### config.mk
export PLATFORM = sky130hd
export DESIGN_NAME = multi_reg_control
export DESIGN_NICKNAME = d
export VERILOG_FILES = /design/src/rtl/proc_pkg.sv /design/src/rtl/reg_file.sv /design/src/rtl/multi_reg_control.sv
export SDC_FILE = /design/constraint.sdc
export NUM_CORES = 1
export LEC_CHECK = 0
export BUFFER_PORTS_ARGS = -buffer_cell sky130_fd_sc_hd__buf_2
export CORE_MARGIN = 2
export CORE_UTILIZATION = 44
export CTS_BUF_LIST = sky130_fd_sc_hd__clkbuf_8
export CTS_CLUSTER_DIAMETER = 40
export DETAILED_ROUTE_END_ITERATION = 6
export SLEW_MARGIN = 10
export SYNTH_ARGS = -nofsm -noshare
export SYNTH_HDL_FRONTEND = slang
export SYNTH_SLANG_ARGS = --single-unit
### constraint.sdc
create_clock -name clk -period 5.09 [get_ports clk]
set_input_delay 0.2545 -clock clk [delete_from_list [all_inputs] [get_ports clk]]
set_output_delay 0.2545 -clock clk [all_outputs]
set_load 0.02 [all_outputs]
### src/rtl/proc_pkg.sv
// Shared encodings for the multi-register control block: opcodes and FSM states.
package proc_pkg;

  typedef enum logic [2:0] {
    F_NOP  = 3'b000,
    F_LOAD = 3'b001,
    F_MOVE = 3'b010,
    F_ADD  = 3'b011,
    F_SUB  = 3'b100,
    F_XOR  = 3'b101,
    F_INC  = 3'b110,
    F_CLR  = 3'b111
  } func_e;

  typedef enum logic [1:0] {
    S_IDLE   = 2'd0,
    S_DECODE = 2'd1,
    S_EXEC   = 2'd2,
    S_WB     = 2'd3
  } state_e;

endpackage

### src/rtl/reg_file.sv
// NREGS x DATA_W register file: one write port, NRD asynchronous read ports.
// Reads of an index beyond NREGS return zero.
module reg_file #(
  parameter int DATA_W = 4,
  parameter int NREGS  = 4,
  parameter int ADDR_W = $clog2(NREGS),
  parameter int NRD    = 4
) (
  input  logic                          clk,
  input  logic                          rst_n,
  input  logic                          we,
  input  logic [ADDR_W-1:0]             waddr,
  input  logic [DATA_W-1:0]             wdata,
  input  logic [NRD-1:0][ADDR_W-1:0]    raddr,
  output logic [NRD-1:0][DATA_W-1:0]    rdata
);

  logic [NREGS-1:0][DATA_W-1:0] regs_q;

  always_ff @(posedge clk or negedge rst_n) begin
    if (!rst_n) begin
      regs_q <= '0;
    end else if (we) begin
      for (int i = 0; i < NREGS; i++)
        if (waddr == ADDR_W'(i)) regs_q[i] <= wdata;
    end
  end

  always_comb begin
    rdata = '0;
    for (int p = 0; p < NRD; p++)
      for (int i = 0; i < NREGS; i++)
        if (raddr[p] == ADDR_W'(i)) rdata[p] = regs_q[i];
  end

endmodule

### src/rtl/multi_reg_control.sv
// Four-state (IDLE/DECODE/EXEC/WB) register-transfer controller with ALU flags
// and two combinational display taps into the register file.
module multi_reg_control
  import proc_pkg::*;
#(
  parameter int DATA_W = 4,
  parameter int NREGS  = 4,
  parameter int ADDR_W = $clog2(NREGS)
) (
  input  logic              clk,
  input  logic              reset,
  input  logic              start,
  input  logic [2:0]        func,
  input  logic [ADDR_W-1:0] dst,
  input  logic [ADDR_W-1:0] src,
  input  logic [DATA_W-1:0] data,
  input  logic [ADDR_W-1:0] sel0,
  input  logic [ADDR_W-1:0] sel1,
  output logic              busy,
  output logic              done,
  output logic              err,
  output logic              carry,
  output logic              zero,
  output logic [DATA_W-1:0] hex_reg0,
  output logic [DATA_W-1:0] hex_reg1
);

  localparam logic [ADDR_W:0] NREGS_L = (ADDR_W+1)'(NREGS);

  state_e              state_q, state_d;
  func_e               func_q;
  logic [ADDR_W-1:0]   dst_q, src_q;
  logic [DATA_W-1:0]   data_q, opa_q, opb_q;
  logic [DATA_W:0]     alu_d, res_q;
  logic                wr_q, err_q, carry_q, zero_q, oor;
  logic [3:0][ADDR_W-1:0] raddr;
  logic [3:0][DATA_W-1:0] rdata;

  assign oor = ({1'b0, dst_q} >= NREGS_L) || ({1'b0, src_q} >= NREGS_L);

  // Port order: operand dst, operand src, display 0, display 1.
  assign raddr = {sel1, sel0, src_q, dst_q};

  reg_file #(.DATA_W(DATA_W), .NREGS(NREGS), .ADDR_W(ADDR_W), .NRD(4)) u_rf (
    .clk   (clk),
    .rst_n (reset),
    .we    ((state_q == S_WB) && wr_q),
    .waddr (dst_q),
    .wdata (res_q[DATA_W-1:0]),
    .raddr (raddr),
    .rdata (rdata)
  );

  always_comb begin
    state_d = state_q;
    unique case (state_q)
      S_IDLE:   if (start) state_d = S_DECODE;
      S_DECODE: state_d = S_EXEC;
      S_EXEC:   state_d = S_WB;
      S_WB:     state_d = S_IDLE;
      default:  state_d = S_IDLE;
    endcase
  end

  // Top bit of the result carries the adder carry-out, or the borrow for SUB.
  always_comb begin
    alu_d = '0;
    unique case (func_q)
      F_LOAD:  alu_d = {1'b0, data_q};
      F_MOVE:  alu_d = {1'b0, opb_q};
      F_ADD:   alu_d = {1'b0, opa_q} + {1'b0, opb_q};
      F_SUB:   alu_d = {1'b0, opa_q} - {1'b0, opb_q};
      F_XOR:   alu_d = {1'b0, opa_q ^ opb_q};
      F_INC:   alu_d = {1'b0, opa_q} + (DATA_W+1)'(1);
      default: alu_d = '0;
    endcase
  end

  always_ff @(posedge clk or negedge reset) begin
    if (!reset) state_q <= S_IDLE;
    else        state_q <= state_d;
  end

  always_ff @(posedge clk or negedge reset) begin
    if (!reset) begin
      func_q  <= F_NOP;
      dst_q   <= '0;
      src_q   <= '0;
      data_q  <= '0;
      opa_q   <= '0;
      opb_q   <= '0;
      res_q   <= '0;
      wr_q    <= 1'b0;
      err_q   <= 1'b0;
      carry_q <= 1'b0;
      zero_q  <= 1'b1;
    end else begin
      unique case (state_q)
        S_IDLE: if (start) begin
          func_q <= func_e'(func);
          dst_q  <= dst;
          src_q  <= src;
          data_q <= data;
          err_q  <= 1'b0;
        end
        S_DECODE: begin
          opa_q <= rdata[0];
          opb_q <= rdata[1];
        end
        S_EXEC: begin
          res_q <= alu_d;
          wr_q  <= (func_q != F_NOP) && !oor;
          if (oor) err_q <= 1'b1;
        end
        S_WB: if (wr_q) begin
          carry_q <= res_q[DATA_W];
          zero_q  <= (res_q[DATA_W-1:0] == '0);
        end
        default: ;
      endcase
    end
  end

  assign busy     = (state_q != S_IDLE);
  assign done     = (state_q == S_WB);
  assign err      = err_q;
  assign carry    = carry_q;
  assign zero     = zero_q;
  assign hex_reg0 = rdata[2];
  assign hex_reg1 = rdata[3];

endmodule

==> results.cfg <==
[placed_design]
port_buffers = 29
dpl.cell_count = 308
dp_slack_ns = 2.78
gp_routability_congestion = 0.885
detailedPlacementHpwl_um = 4050

[cells_and_area]
diodes = 0
layout.cells.non_filler = 315
syn_to_final_growth_pct = 7.24
layout-drive-gt1-share_pct = 33.8
layout.cells.most_common_list = 44 x sky130_fd_sc_hd__dfrtp_1, 29 x sky130_fd_sc_hd__buf_2, 28 x sky130_fd_sc_hd__mux2_2, 18 x sky130_fd_sc_hd__nand2_1, 13 x sky130_fd_sc_hd__inv_1
nNetsFinal = 269
most_common_library_cell_in_the_layout_ignoring_fill_and_taps = sky130_fd_sc_hd__dfrtp_1

[synth]
seq_area_frac_synth_pct = 42.1
synth.yosys.warnings = 0
synthDistinctLibCells = 40
synth-seq-cells = 45
synthesized_nets = 253
synthesis.instances = 224
post_synth_instance_area_um2 = 2680
syn_avg_cell_area_um2 = 12.0

[clock_network]
cts.sinks = 45
clock_tree.buffer_depth = 2
h-tree-depth = 2
insertion_delay_ns = 0.30
cts_hold_buffers = 0
tritoncts_clock_tree = done
cts.repair_timing.setup_buffer_count = 0
cts_resized = 0
worst_setup_hold_path_clk_slew_ns = 0.08
cts_made_buffers = 5
cts-root-buf = sky130_fd_sc_hd__clkbuf_8

[timing]
worstMarginPinSlew_ns = 1.00
fmax_ghz = 0.423
period_needed_ns = 2.36
hold_viol_final = 0
final.setup.worst_slack_ns = 2.73
slew_headroom_pct = 33.3
final_max_slew_viol_count = 0
rsz0062_at_grt = no
clock-skew-final_ns = 0.00807
setup-violations-final = 0
setup_tns_ns = 0
min_period_over_period_pct = 46.4

[grt]
grt_first_pass_wirelength_um = 8690
groute.usage.overall_pct = 17.7
initial_antenna_violation_count = 0
largest_net_degree_at_the_start_of_global_routing = 46
first_global_vias = 1770
gr-total-overflow = 0

[pwr]
vdd_ir_drop_max_uv = 258
power.total_uw = 1800
leakage_uw = 0.00129
p_per_area_nw_per_um2 = 627

[route]
routed_wire_length_per_instance_um = 17.0
routedLengthMet1_um = 2400
routed-via-count = 1778
highest_routed_layer = met4
detailroute.wirelength.met2_um = 2630
drc = 0
drt-total-wl_um = 5360
ant_nets = 0
route.detailed.vias_per_inst = 5.64
detail_route.iter0.violations = 84
met3_routed_wirelength_um = 247
first_pass_iters = 4

[setup_path]
rrSetupSlack_ns = 2.73
cp.buffers_inverters = 0
timing.critical_path.arrival_ns = 2.53
worstReg2RegEnd = res_q[1]$_DFFE_PN0P_
startpoint_type = register
critPathSlowestCell = sky130_fd_sc_hd__dfrtp_1
worst_r2r_startpoint = func_q[2]$_DFFE_PN0P_
required_ns = 5.25
crit_fanout = 18
critical_path_max_stage_delay_ns = 0.63
cpLargestDelayFamily = compound AO/OA/AOI/OAI gates
critical_path.endpoint = res_q[1]$_DFFE_PN0P_
path_class = reg -> reg
r2r.worst_path.cells = 6
path_cells = nand2b_1, o21ai_0, ha_1, fa_1, a221oi_1, o22ai_1
critical_path_cell_count = 6
worstSetupEndpointType = register
cp-startpoint = func_q[2]$_DFFE_PN0P_

[flow_run]
drv_cap = 0

[die]
io_pins = 31
die-area_um2 = 6730
die-height_um = 82.0
placement_rows = 28
initial_core_util_pct = 45.3
core_area_um2 = 5920
die_width_um = 82.0

[worst_hold_path]
hold_class = in -> async

[status]
run_status = completed
==> cell families after synthesis <==
group	after synthesis	synth area share [%]
compound gates	34	7.70
xor+xnor	5	1.63
fa+ha+maj	11	5.42
buf+inv	32	6.58
flops	45	42.1
mux	47	27.5
other cells	1	0.140
simple gates	49	9.01
==> worst min-delay path by stage <==
stage                            end  slack (ns)  cells past startpoint             start
2_1_floorplan      carry$_DFFE_PN0P_       -0.04                      0             reset
3_3_place_gp        zero$_DFFE_PN1P_        0.47                      2  zero$_DFFE_PN1P_
3_5_place_dp       carry$_DFFE_PN0P_        0.48                      1             reset
4_1_cts        func_q[0]$_DFFE_PN0P_        0.16                      1             reset
5_1_grt        func_q[0]$_DFFE_PN0P_        0.18                      2           func[0]
6_report           carry$_DFFE_PN0P_        0.13                      1             reset
==> metal layers <==
| layer | up-vias | GRT usage, % |
|---|---|---|
| met5 | - | 0 |
| met4 | 0 | 5.50 |
| met1 | 882 | 23.3 |
| met2 | 51 | 29.5 |
| li1 | 837 | - |
| met3 | 8 | 3.74 |
==> cell usage after synthesis (all sizes together) <==
library cell  instances  area share (%)
o21ai                13             2.4
a211oi                4             1.1
nand2b                3            0.79
mux4                 16              14
buf                  18             4.6
o311ai                1            0.33
dfrtp                44              41
xor2                  1            0.33
ha                   10             4.7
conb                  1            0.14
nor4b                 1            0.33
nand4b                1            0.33
nor2                 10             1.4
or3                   1            0.23
a221oi                2            0.65
nor3                  8             1.7
a2111oi               1            0.33
xnor2                 4             1.3
clkbuf                2            0.28
o21a                  1            0.28
fa                    1            0.75
a21o                  1            0.28
or4                   1            0.28
nand2                18             2.5
o22ai                 2            0.47
mux2                 31              13
dfstp                 1            0.98
nand4                 1            0.23
nand3                 2            0.37
o2bb2ai               1            0.33
inv                  12             1.7
nand3b                3            0.84
a21oi                 8             1.5
==> sequential cells by signal, summed over array words and instances (netlist names) <==
signal,flops
dst_q,2
carry,1
zero,1
state_q,2
wr_q,1
opb_q,4
src_q,2
res_q,5
data_q,4
opa_q,4
u_rf.regs_q,16
func_q,3
==> layout make-up <==
class,instances,area (um^2)
Multi-Input combinational cell,147,1380
Clock inverter,1,3.75
Timing Repair Buffer,29,145
Clock buffer,6,82.6
Inverter,12,45.0
Sequential cell,45,1130
Fill cell,553,3050
Tap cell,75,93.8
==> per-stage QoR <==
| step | area (um^2) | utilization (%) | hold WS, ns |
|---|---|---|---|
| detailed placement | 2790 | 47.1 | 0.476 |
| global placement | 2790 | 47.1 | 0.474 |
| floorplan | 2680 | - | -0.0411 |
| global route | 2870 | 48.5 | 0.179 |
| finish | 2870 | 48.5 | 0.127 |
| CTS | 2870 | 48.5 | 0.160 |
==> where the power goes <==
group          switching, uW  internal [uW]
Combinational            384            448
Clock                    115            106
Sequential               233            517
Total                    732           1070
(Power assumes the default switching activity.)
